`config.mk`:
```
export PLATFORM = sky130hd
export DESIGN_NAME = hazard_unit
export DESIGN_NICKNAME = d
export VERILOG_FILES = /design/src/rtl/hazard_unit_pkg.sv /design/src/rtl/hazard_unit_sat_counter.sv /design/src/rtl/hazard_unit.sv
export SDC_FILE = /design/constraint.sdc
export NUM_CORES = 1
export LEC_CHECK = 0
export ABC_CLOCK_PERIOD_IN_PS = 4300
export CAP_MARGIN = 20
export CORE_UTILIZATION = 50
export DETAILED_ROUTE_END_ITERATION = 8
export PLACE_DENSITY_LB_ADDON = 0.05
export SYNTH_ARGS = -nofsm -noshare
export SYNTH_HDL_FRONTEND = slang
export SYNTH_SLANG_ARGS = --single-unit
```
`constraint.sdc`:
```
create_clock -name CLK -period 4.3 [get_ports CLK]
set_clock_uncertainty 0.2 [all_clocks]
set_input_delay 0.86 -clock CLK [delete_from_list [all_inputs] [get_ports CLK]]
set_output_delay 0.86 -clock CLK [all_outputs]
set_load 0.03 [all_outputs]
```
`src/rtl/hazard_unit_pkg.sv`:
```
// Shared types and constants for the pipeline hazard controller.
package hazard_unit_pkg;

  typedef enum logic [1:0] {
    RUN   = 2'd0,
    DWAIT = 2'd1,
    HALT  = 2'd2
  } hazard_state_t;

  localparam logic [4:0] REG_ZERO = 5'd0;

endpackage

```
`src/rtl/hazard_unit_sat_counter.sv`:
```
// Saturating up-counter; holds at all-ones instead of wrapping.
module hazard_unit_sat_counter #(
  parameter int unsigned CNT_W = 32
) (
  input  logic             CLK,
  input  logic             nRST,
  input  logic             inc,
  output logic [CNT_W-1:0] count
);

  logic [CNT_W-1:0] r_count;

  always_ff @(posedge CLK or negedge nRST) begin
    if (!nRST) begin
      r_count <= '0;
    end else if (inc && (r_count != '1)) begin
      r_count <= r_count + CNT_W'(1);
    end
  end

  assign count = r_count;

endmodule

```
`src/rtl/hazard_unit.sv`:
```
// Stall/flush controller: load-use bubbles, dcache waits, redirect squashes and halt drain.
module hazard_unit
  import hazard_unit_pkg::*;
#(
  parameter int unsigned CNT_W = 32
) (
  input  logic             CLK,
  input  logic             nRST,
  input  logic [4:0]       ifid_rs,
  input  logic [4:0]       ifid_rt,
  input  logic [4:0]       idex_rd,
  input  logic             idex_memread,
  input  logic             exmem_dmemreq,
  input  logic             exmem_redir,
  input  logic             memwb_halt,
  input  logic             ihit,
  input  logic             dhit,
  output logic             pc_en,
  output logic             ifid_en,
  output logic             idex_en,
  output logic             exmem_en,
  output logic             memwb_en,
  output logic             ifid_flush,
  output logic             idex_flush,
  output logic             exmem_flush,
  output logic             halt,
  output logic [CNT_W-1:0] stall_cnt,
  output logic [CNT_W-1:0] loaduse_cnt,
  output logic [CNT_W-1:0] redir_cnt
);

  hazard_state_t r_state;
  hazard_state_t w_next;
  logic          w_loaduse;
  logic          w_frozen;
  logic          w_active;
  logic          w_stall_inc;
  logic          w_loaduse_inc;
  logic          w_redir_inc;

  always_comb begin
    w_next        = r_state;
    w_loaduse     = idex_memread && (idex_rd != REG_ZERO) &&
                    ((idex_rd == ifid_rs) || (idex_rd == ifid_rt));
    w_active      = (r_state != HALT);
    // In DWAIT the request is assumed held; only dhit releases the pipe.
    w_frozen      = (r_state == DWAIT) ? !dhit
                                       : ((r_state == RUN) && exmem_dmemreq && !dhit);
    pc_en         = 1'b0;
    ifid_en       = 1'b0;
    idex_en       = 1'b0;
    exmem_en      = 1'b0;
    memwb_en      = 1'b0;
    ifid_flush    = 1'b0;
    idex_flush    = 1'b0;
    exmem_flush   = 1'b0;

    if (w_active && !w_frozen) begin
      exmem_en = 1'b1;
      memwb_en = 1'b1;
      idex_en  = 1'b1;
      if (exmem_redir) begin
        pc_en       = 1'b1;
        ifid_en     = 1'b1;
        ifid_flush  = 1'b1;
        idex_flush  = 1'b1;
        exmem_flush = 1'b1;
      end else if (w_loaduse || !ihit) begin
        idex_flush = 1'b1;
      end else begin
        pc_en   = 1'b1;
        ifid_en = 1'b1;
      end
    end

    unique case (r_state)
      RUN:     w_next = memwb_halt ? HALT : (w_frozen ? DWAIT : RUN);
      DWAIT:   w_next = memwb_halt ? HALT : (dhit ? RUN : DWAIT);
      HALT:    w_next = HALT;
      default: w_next = RUN;
    endcase

    w_stall_inc   = w_active && !pc_en;
    w_redir_inc   = w_active && !w_frozen && exmem_redir;
    w_loaduse_inc = w_active && !w_frozen && !exmem_redir && w_loaduse;
  end

  always_ff @(posedge CLK or negedge nRST) begin
    if (!nRST) begin
      r_state <= RUN;
    end else begin
      r_state <= w_next;
    end
  end

  assign halt = (r_state == HALT);

  hazard_unit_sat_counter #(.CNT_W(CNT_W)) u_stall_cnt (
    .CLK   (CLK),
    .nRST  (nRST),
    .inc   (w_stall_inc),
    .count (stall_cnt)
  );

  hazard_unit_sat_counter #(.CNT_W(CNT_W)) u_loaduse_cnt (
    .CLK   (CLK),
    .nRST  (nRST),
    .inc   (w_loaduse_inc),
    .count (loaduse_cnt)
  );

  hazard_unit_sat_counter #(.CNT_W(CNT_W)) u_redir_cnt (
    .CLK   (CLK),
    .nRST  (nRST),
    .inc   (w_redir_inc),
    .count (redir_cnt)
  );

endmodule

```
* Word level (Yosys, flattened, before mapping)
Cells that the tools add are included.
Word-level totals: word-level logic and storage cells 51, input port bits 23, register bits after elaboration 98
Operators by class: reduce and logical (&&, ||, !) cells 21, equal/unequal tests 8, multiplexer cells 15, $add $sub $neg 3
Operator list (number):
- $add A32 B1 Y32 const B | 3
- $ne A32 B32 Y1 const B | 3
- $logic_and A1 B1 Y1 | 12
- $mux W1 | 12
- $eq A5 B5 Y1 | 2
- $pmux W2 S3 | 1
- $logic_not A1 Y1 | 5
- $reduce_bool A5 Y1 | 1
- $mux W2 | 2
- $eq A2 B1 Y1 const B | 1
- $eq A2 B2 Y1 const B | 1
- $logic_not A2 Y1 | 1
- $logic_or A1 B1 Y1 | 2
- $ne A2 B2 Y1 const B | 1

* Logic depth before layout (Yosys ltp)
Gate-level depths: netlist of run 1.
depth in word-level cells 10, mapped depth 8, depth with buffers taken out 7

* Cells and area by module
A second synthesis of run 1 with hierarchy kept.
Unflattened totals: cell total of the unflattened synthesis 493, area total of the unflattened synthesis 5210.0 µm²
Modules (own cells, without submodules):
- hazard_unit_sat_counter | instances 3, cells an instance 151, sequential area each 800.8 µm², area an instance 1624.1 µm²
- hazard_unit | instances 1, cells an instance 40, sequential area each 50.0 µm², area an instance 337.8 µm²

* Least setup slack after synthesis of run 1
OpenSTA, ideal clock, no wires.
path type input port to output port, start input idex_rd[1], end output pc_en, data arrival time 2.811 ns, slack 0.429 ns, required time 3.240 ns, stages on the path 5, buffers on the path 1, path through or4_1 -> o21ai_2 -> o21ai_0 -> a21boi_0 -> buf_4
On the way: cells in the longest elaborated chain, start to end 7
RTL lines:
- start, declared | RTL line hazard_unit.sv:11 | input logic [4:0] idex_rd,
- $eq A5 B5 Y1 / $reduce_bool A5 Y1 (equally long branches) | RTL line hazard_unit.sv:44, hazard_unit.sv:43
- $logic_or A1 B1 Y1 / $logic_and A1 B1 Y1 (equally long branches) | RTL line hazard_unit.sv:44, hazard_unit.sv:43
- $logic_and A1 B1 Y1 (*) | RTL line hazard_unit.sv:43 | w_loaduse = idex_memread && (idex_rd != REG_ZERO) &&
- $logic_or A1 B1 Y1 (*) | RTL line hazard_unit.sv:68 | end else if (w_loaduse || !ihit) begin
- $mux W1 (*) (3 in a row)
- end, declared | RTL line hazard_unit.sv:18 | output logic pc_en,
Every way passes the cells marked *; elsewhere a longest branch is shown, timed or not.

* Final worst setup path of run 1
start input idex_rd[4], end output idex_flush
On the way: cells in the longest elaborated chain, start to end 7
RTL lines:
- $eq A5 B5 Y1 / $reduce_bool A5 Y1 (equally long branches) | RTL line hazard_unit.sv:44, hazard_unit.sv:43
- $logic_or A1 B1 Y1 / $logic_and A1 B1 Y1 (equally long branches) | RTL line hazard_unit.sv:44, hazard_unit.sv:43
- $logic_and A1 B1 Y1 (*) | RTL line hazard_unit.sv:43
- $logic_or A1 B1 Y1 (*) | RTL line hazard_unit.sv:68
- $mux W1 (*) | RTL line hazard_unit.sv:68
- $mux W1 (*) | RTL line hazard_unit.sv:62 | if (exmem_redir) begin
- $mux W1 (*) | RTL line hazard_unit.sv:58 | if (w_active && !w_frozen) begin
- end, declared | RTL line hazard_unit.sv:24 | output logic idex_flush,
Marked as above.

==> results.cfg, run 1 <==
[final_layout]
nNetsFinal = 622
stdcell_area_um2 = 6566
fin_util_pct = 67.49
syn_to_final_growth_pct = 31.79
mostFrequentLayoutCells = clkdlybuf4s50_1 (124), dfrtp_1 (98), xnor2_1 (83)
num_antenna_cells = 0
ff_latch_area_um2 = 2452
nFillCells = 795
drive_above_1_share_pct = 7.987
final_common_cell = clkdlybuf4s50_1
multiInputGateArea_um2 = 2447

[worst_setup_path]
crit_buf_inv = 2
cp_top_family = buffers and inverters
crit_type = input pin to output port
crit_required_ns = 3.24
cp-start-kind = input pin
crit_arrival_ns = 3.06
crit_top_cell = clkdlybuf4s50_1
critPathMaxStageDelay_ns = 0.67
cpMaxStageDelayCell = clkdlybuf4s50_1
cp_cell_sequence = clkdlybuf4s50_1 > xnor2_1 > nand3_1 > o22a_4 > o21ai_0 > o21a_1 > clkdlybuf4s50_1
crit_path_end_kind = output port
worstPathMaxFanout = 5

[grt]
grt_max_degree = 53
grt_usage_pct = 21.86
use_met2_pct = 37.79
grt_pass1_wl_mm = 17.67
met3_usage_pct = 4.583
overflow = 0
grt_busiest_layer = met2
grt_use_met1_pct = 27.27
grt_pass1_vias = 3695
antenna_found_initial = 0

[job]
maxCapViolations = 0

[cts]
numCtsBuffers = 9
cts.sinks = 98
clkLatencyLatePin_ns = 0.37
path_clk_slew_ns = 0.09
ctsResizeCount = 0
clk_path_buf_depth = 2
cts_tree = built
clockRootBuffer = clkbuf_8
htree_levels = 3
postCtsSetupRepairBufs = 0
hold_buffers = 0

[die]
ios = 128
initial_core_util_pct = 51.21
dieArea_um2 = 10370
die_h_um = 101.8
row_count = 36
core-area_um2 = 9729
dieWidth_um = 101.8

[timing]
whs_ns = 0.2958
min_period_over_period_pct = 95.76
grt_setup_unrepaired = no
timing.slew.headroom_pct = 56.16
fmax_mhz = 242.8
min_period_ns = 4.118
slew_viol_final = 0
setup_tns_ns = 0
worst_slew_pin_slew_ns = 0.6577
final-hold-violation-count = 0
setup_viol = 0

[synthesis]
netlist.area_leader.share_pct = 49.22
synthesis.nets = 487
synthFlopType = dfrtp_1
synth_area_um2 = 4982
synth_top_cells_by_area = dfrtp_1 (49%), xnor2_1 (15%), nand3_1 (4.3%), nand4_1 (4.0%), nand2_1 (3.5%)
synthCells = 461
synthArstFlopShare_pct = 100.0
ys_ff_latch = 98
yosysUniqueCellTypes = 51
synth_area_per_cell_um2 = 10.81
yosysWarningCount = 0
synth_edf_count = 0
yosysSeqAreaShare_pct = 49.22
synth_top_area_cell = dfrtp_1

[routing]
post-route-drc-count = 0
final_antenna_net_count = 0
vias = 3888
drt-initial-drc-count = 137
avgRoutedWirePerCell_um = 15.17
finalWirelength_mm = 11.14
drtPass1Iterations = 6
via_per_inst = 5.297

[power]
power.density_nw_per_um2 = 249.3
leakage_nw = 2.772
peakVddDrop_v = 0.0002114

[outcome]
outcome = completed

[placement]
dp_hpwl_mm = 8.264
io_buffers = 127
place_congestion = 0.8223
dpl_cell_area_um2 = 6386

[hold_path]
hp-class = flip-flop to flip-flop
==> cell usage after synthesis, types with 3 or more instances <==
master	instances
dfrtp_1	98
and3_1	20
xnor2_1	83
o21ai_2	3
nand3_1	43
and4_1	11
inv_1	7
mux2_2	3
nor4_1	3
buf_4	6
xor2_1	18
nor2_1	18
and2_1	7
nand4_1	32
nand2_1	47
ha_1	3
nor3_1	14
==> layout make-up <==
type                            instances  area share [%]
Clock buffer                           11           2.153
Sequential cell                        98           37.35
Tap cell                              133           2.534
Timing Repair Buffer                  131           19.70
Inverter                                7          0.4002
Multi-Input combinational cell        349           37.27
Clock inverter                          5          0.5907
==> registers in the layout (all words and copies together) (netlist names) <==
signal / flops
u_redir_cnt.count: 32
r_state: 2
u_stall_cnt.count: 32
u_loaduse_cnt.count: 32
==> cell families after synthesis <==
family	after synthesis	share of synthesized area, %
adder cells (fa/ha/maj)	3	0.7535
AO/OA/AOI/OAI	21	3.817
multiplexers	3	0.6780
flip-flops	98	49.22
XOR/XNOR	101	17.75
AND/OR/NAND/NOR	221	26.12
buffers and inverters	14	1.657
==> final timing paths <==
kind / to / depth (start not counted) / slack [ns] / from
setup / recovery: idex_flush / 7 / 0.18 / idex_rd[4]
max in group asynchronous: u_stall_cnt.count[8]$_DFFE_PN0P_ / 2 / 2.80 / nRST
hold reg to reg: u_stall_cnt.count[6]$_DFFE_PN0P_ / 1 / 0.30 / u_stall_cnt.count[6]$_DFFE_PN0P_
hold / removal: u_stall_cnt.count[6]$_DFFE_PN0P_ / 1 / 0.30 / u_stall_cnt.count[6]$_DFFE_PN0P_
setup reg to reg: u_stall_cnt.count[16]$_DFFE_PN0P_ / 7 / 1.79 / u_stall_cnt.count[0]$_DFFE_PN0P_
min in group asynchronous: u_loaduse_cnt.count[7]$_DFFE_PN0P_ / 1 / 0.31 / nRST
==> through the flow <==
| step | total power, mW | instances | worst slack (ns) |
|---|---|---|---|
| floorplan | 1.021 | 461 | 0.4286 |
| global placement | 1.093 | 718 | 0.2147 |
| CTS | 1.653 | 734 | 0.1692 |
| global route | 1.694 | 734 | 0.01720 |
| detailed placement | 1.098 | 718 | 0.1750 |
| finish | 1.637 | 734 | 0.1822 |
==> per-layer routing <==
| layer | routed length [um] | part of all wire, % |
|---|---|---|
| met4 | 155 | 1.4 |
| met1 | 4912 | 44 |
| met3 | 534 | 4.8 |
| met2 | 5534 | 50 |
| met5 | 0 | 0 |
==> power breakdown <==
group | total, mW | internal [mW] | leakage, nW | switching (mW)
Combinational | 0.132 | 0.0589 | 1.33 | 0.0731
Sequential | 0.946 | 0.932 | 1.35 | 0.0134
Clock | 0.560 | 0.230 | 0.0899 | 0.330
Note: power is estimated with default switching activity, not from simulation.
==> inputs of run 2 (changes only) <==
--- a/config.mk
+++ b/config.mk
@@ -7,8 +7,9 @@
 export LEC_CHECK = 0
 export ABC_CLOCK_PERIOD_IN_PS = 4300
 export CAP_MARGIN = 20
-export CORE_UTILIZATION = 50
+export CORE_UTILIZATION = 40
 export DETAILED_ROUTE_END_ITERATION = 8
+export GPL_ROUTABILITY_DRIVEN = 0
 export PLACE_DENSITY_LB_ADDON = 0.05
 export SYNTH_ARGS = -nofsm -noshare
 export SYNTH_HDL_FRONTEND = slang
==> run 2 against run 1 <==
Net effect:
- maximum frequency is 0.38% higher
- clock power rose by 57%
- clock-buffer cell count increased by 1
- critical path type unchanged
- design area up 3.6%
==> results.cfg, run 2 (synthesized netlist as in run 1, its figures left out) <==
[cts]
ctsResizeCount = 0
clkLatencyLatePin_ns = 0.35
htree_levels = 3
clk_path_buf_depth = 2
cts.sinks = 98
postCtsSetupRepairBufs = 0
path_clk_slew_ns = 0.06
clockRootBuffer = clkbuf_16
cts_tree = built
numCtsBuffers = 9
hold_buffers = 0

[worst_setup_path]
cpMaxStageDelayCell = clkdlybuf4s50_1
cp_cell_sequence = clkdlybuf4s50_1 > xnor2_1 > nand3_1 > o22a_4 > o21ai_0 > o21a_1 > clkdlybuf4s50_1
critPathMaxStageDelay_ns = 0.68
crit_type = input pin to output port
r2r_cells = 7
worstPathMaxFanout = 5
crit_buf_inv = 2
rrSetupSlack_ns = 1.73
cp_top_family = buffers and inverters
crit_cells = 7
crit_required_ns = 3.24
r2r_start = u_stall_cnt.count[0]$_DFFE_PN0P_
timing.rr.end = u_stall_cnt.count[22]$_DFFE_PN0P_
crit_path_end_kind = output port
crit_arrival_ns = 3.04
cp-start-kind = input pin
crit_top_cell = clkdlybuf4s50_1

[final_layout]
mostFrequentLayoutCells = clkdlybuf4s50_1 (124), dfrtp_1 (98), xnor2_1 (83)
final_common_cell = clkdlybuf4s50_1
drive_above_1_share_pct = 8.595
fin_cells = 773
nFillCells = 1078
syn_to_final_growth_pct = 36.54
nNetsFinal = 626
num_antenna_cells = 0

[hold_path]
hp-class = input pin to async pin

[die]
dieArea_um2 = 12910
core-area_um2 = 12060
ios = 128
die_h_um = 113.6
initial_core_util_pct = 41.31
row_count = 40
dieWidth_um = 113.6

[timing]
setup_tns_ns = 0
grt_setup_unrepaired = no
timing.slew.headroom_pct = 53.30
whs_ns = 0.2797
final-hold-violation-count = 0
fmax_mhz = 243.8
worst_slew_pin_slew_ns = 0.6997
slew_viol_final = 0
fin_ws_ns = 0.1979
min_period_ns = 4.102
min_period_over_period_pct = 95.40
setup_viol = 0

[power]
leakage_nw = 2.868
peakVddDrop_v = 0.0001552
pwr-share-clk_pct = 44.9
p_sw_uw = 421.9
seqPwrFrac_pct = 48.4
power.density_nw_per_um2 = 287.6
p_int_mw = 1.535
finalPower_mw = 1.957
swShare_pct = 21.57
p_comb_share_pct = 6.8

[grt]
antenna_found_initial = 0
use_met2_pct = 29.72
grt_busiest_layer = met2
grt_usage_pct = 18.98
grt_pass1_vias = 3790
grt_max_degree = 39
grt_use_met1_pct = 25.77
met3_usage_pct = 3.773
overflow = 0
grt_pass1_wl_mm = 19.22

[placement]
dp_slack_ns = 0.1711
io_buffers = 127
dp_hpwl_mm = 8.455
numPlacedInstances = 757

[routing]
post-route-drc-count = 0
drt-initial-drc-count = 136
via_per_inst = 5.094
finalWirelength_mm = 11.43
avgRoutedWirePerCell_um = 14.78
drtPass1Iterations = 4
final_antenna_net_count = 0
vias = 3938

[outcome]
outcome = completed

[job]
maxCapViolations = 0
## run 2: cell count changes in the layout (fill, tap and decap cells not counted), moves of 2 or more
cell       before  now
clkbuf_16       0    9
clkbuf_8       10    2
bufinv_16       0    2
buf_4           7   10
## run 2: how the worst max path moves through the flow
stage / from / slack, ns / to
global route: idex_rd[0] / 0.07 / idex_flush
CTS: idex_rd[0] / 0.17 / idex_flush
floorplan: idex_rd[1] / 0.43 / pc_en
finish: idex_rd[0] / 0.20 / idex_flush
detailed placement: idex_rd[0] / 0.17 / idex_flush
global placement: idex_rd[0] / 0.24 / idex_flush
## run 2: stage by stage
| step | utilization, % | area (um2) |
|---|---|---|
| after floorplan | - | 4982 |
| after global placement | 53.66 | 6472 |
| after detailed placement | 53.66 | 6472 |
| after CTS | 56.40 | 6803 |
| after global routing | 56.40 | 6803 |
| final | 56.40 | 6803 |
## run 2: worst reg2reg max path, cell delays in order, from the launching register on
cell and delay (ns):
dfrtp_1 0.41, ha_1 0.21, nand2_1 0.09, nor3_2 0.41, nand2_2 0.12, o41ai_4 0.66
nand3_1 0.19, xnor2_1 0.16
## run 2: area by class of cell
cell class	count	area, um2	area share, %
multi-input cells	349	2447	35.98
clock inverters	4	73.82	1.085
repair buffers	135	1336	19.64
well taps	168	210.2	3.090
flip-flops and latches	98	2452	36.05
inverters	7	26.28	0.3862
clock buffers	12	256.5	3.770
## run 2: routing by layer
layer / part of all wire (%) / wire length, um
met4: 2.0 / 227
met1: 46 / 5248
met5: 0 / 0
met2: 47 / 5372
met3: 5.0 / 577
## run 2: power by group through the flow
| stage | sequential [mW] | clock [mW] | combinational [mW] |
|---|---|---|---|
| after floorplan | 0.985 | 0 | 0.0355 |
| after global routing | 0.948 | 0.949 | 0.145 |
| after detailed placement | 0.964 | 0 | 0.135 |
| final | 0.946 | 0.878 | 0.132 |
| after global placement | 0.963 | 0 | 0.133 |
| after CTS | 0.946 | 0.907 | 0.135 |
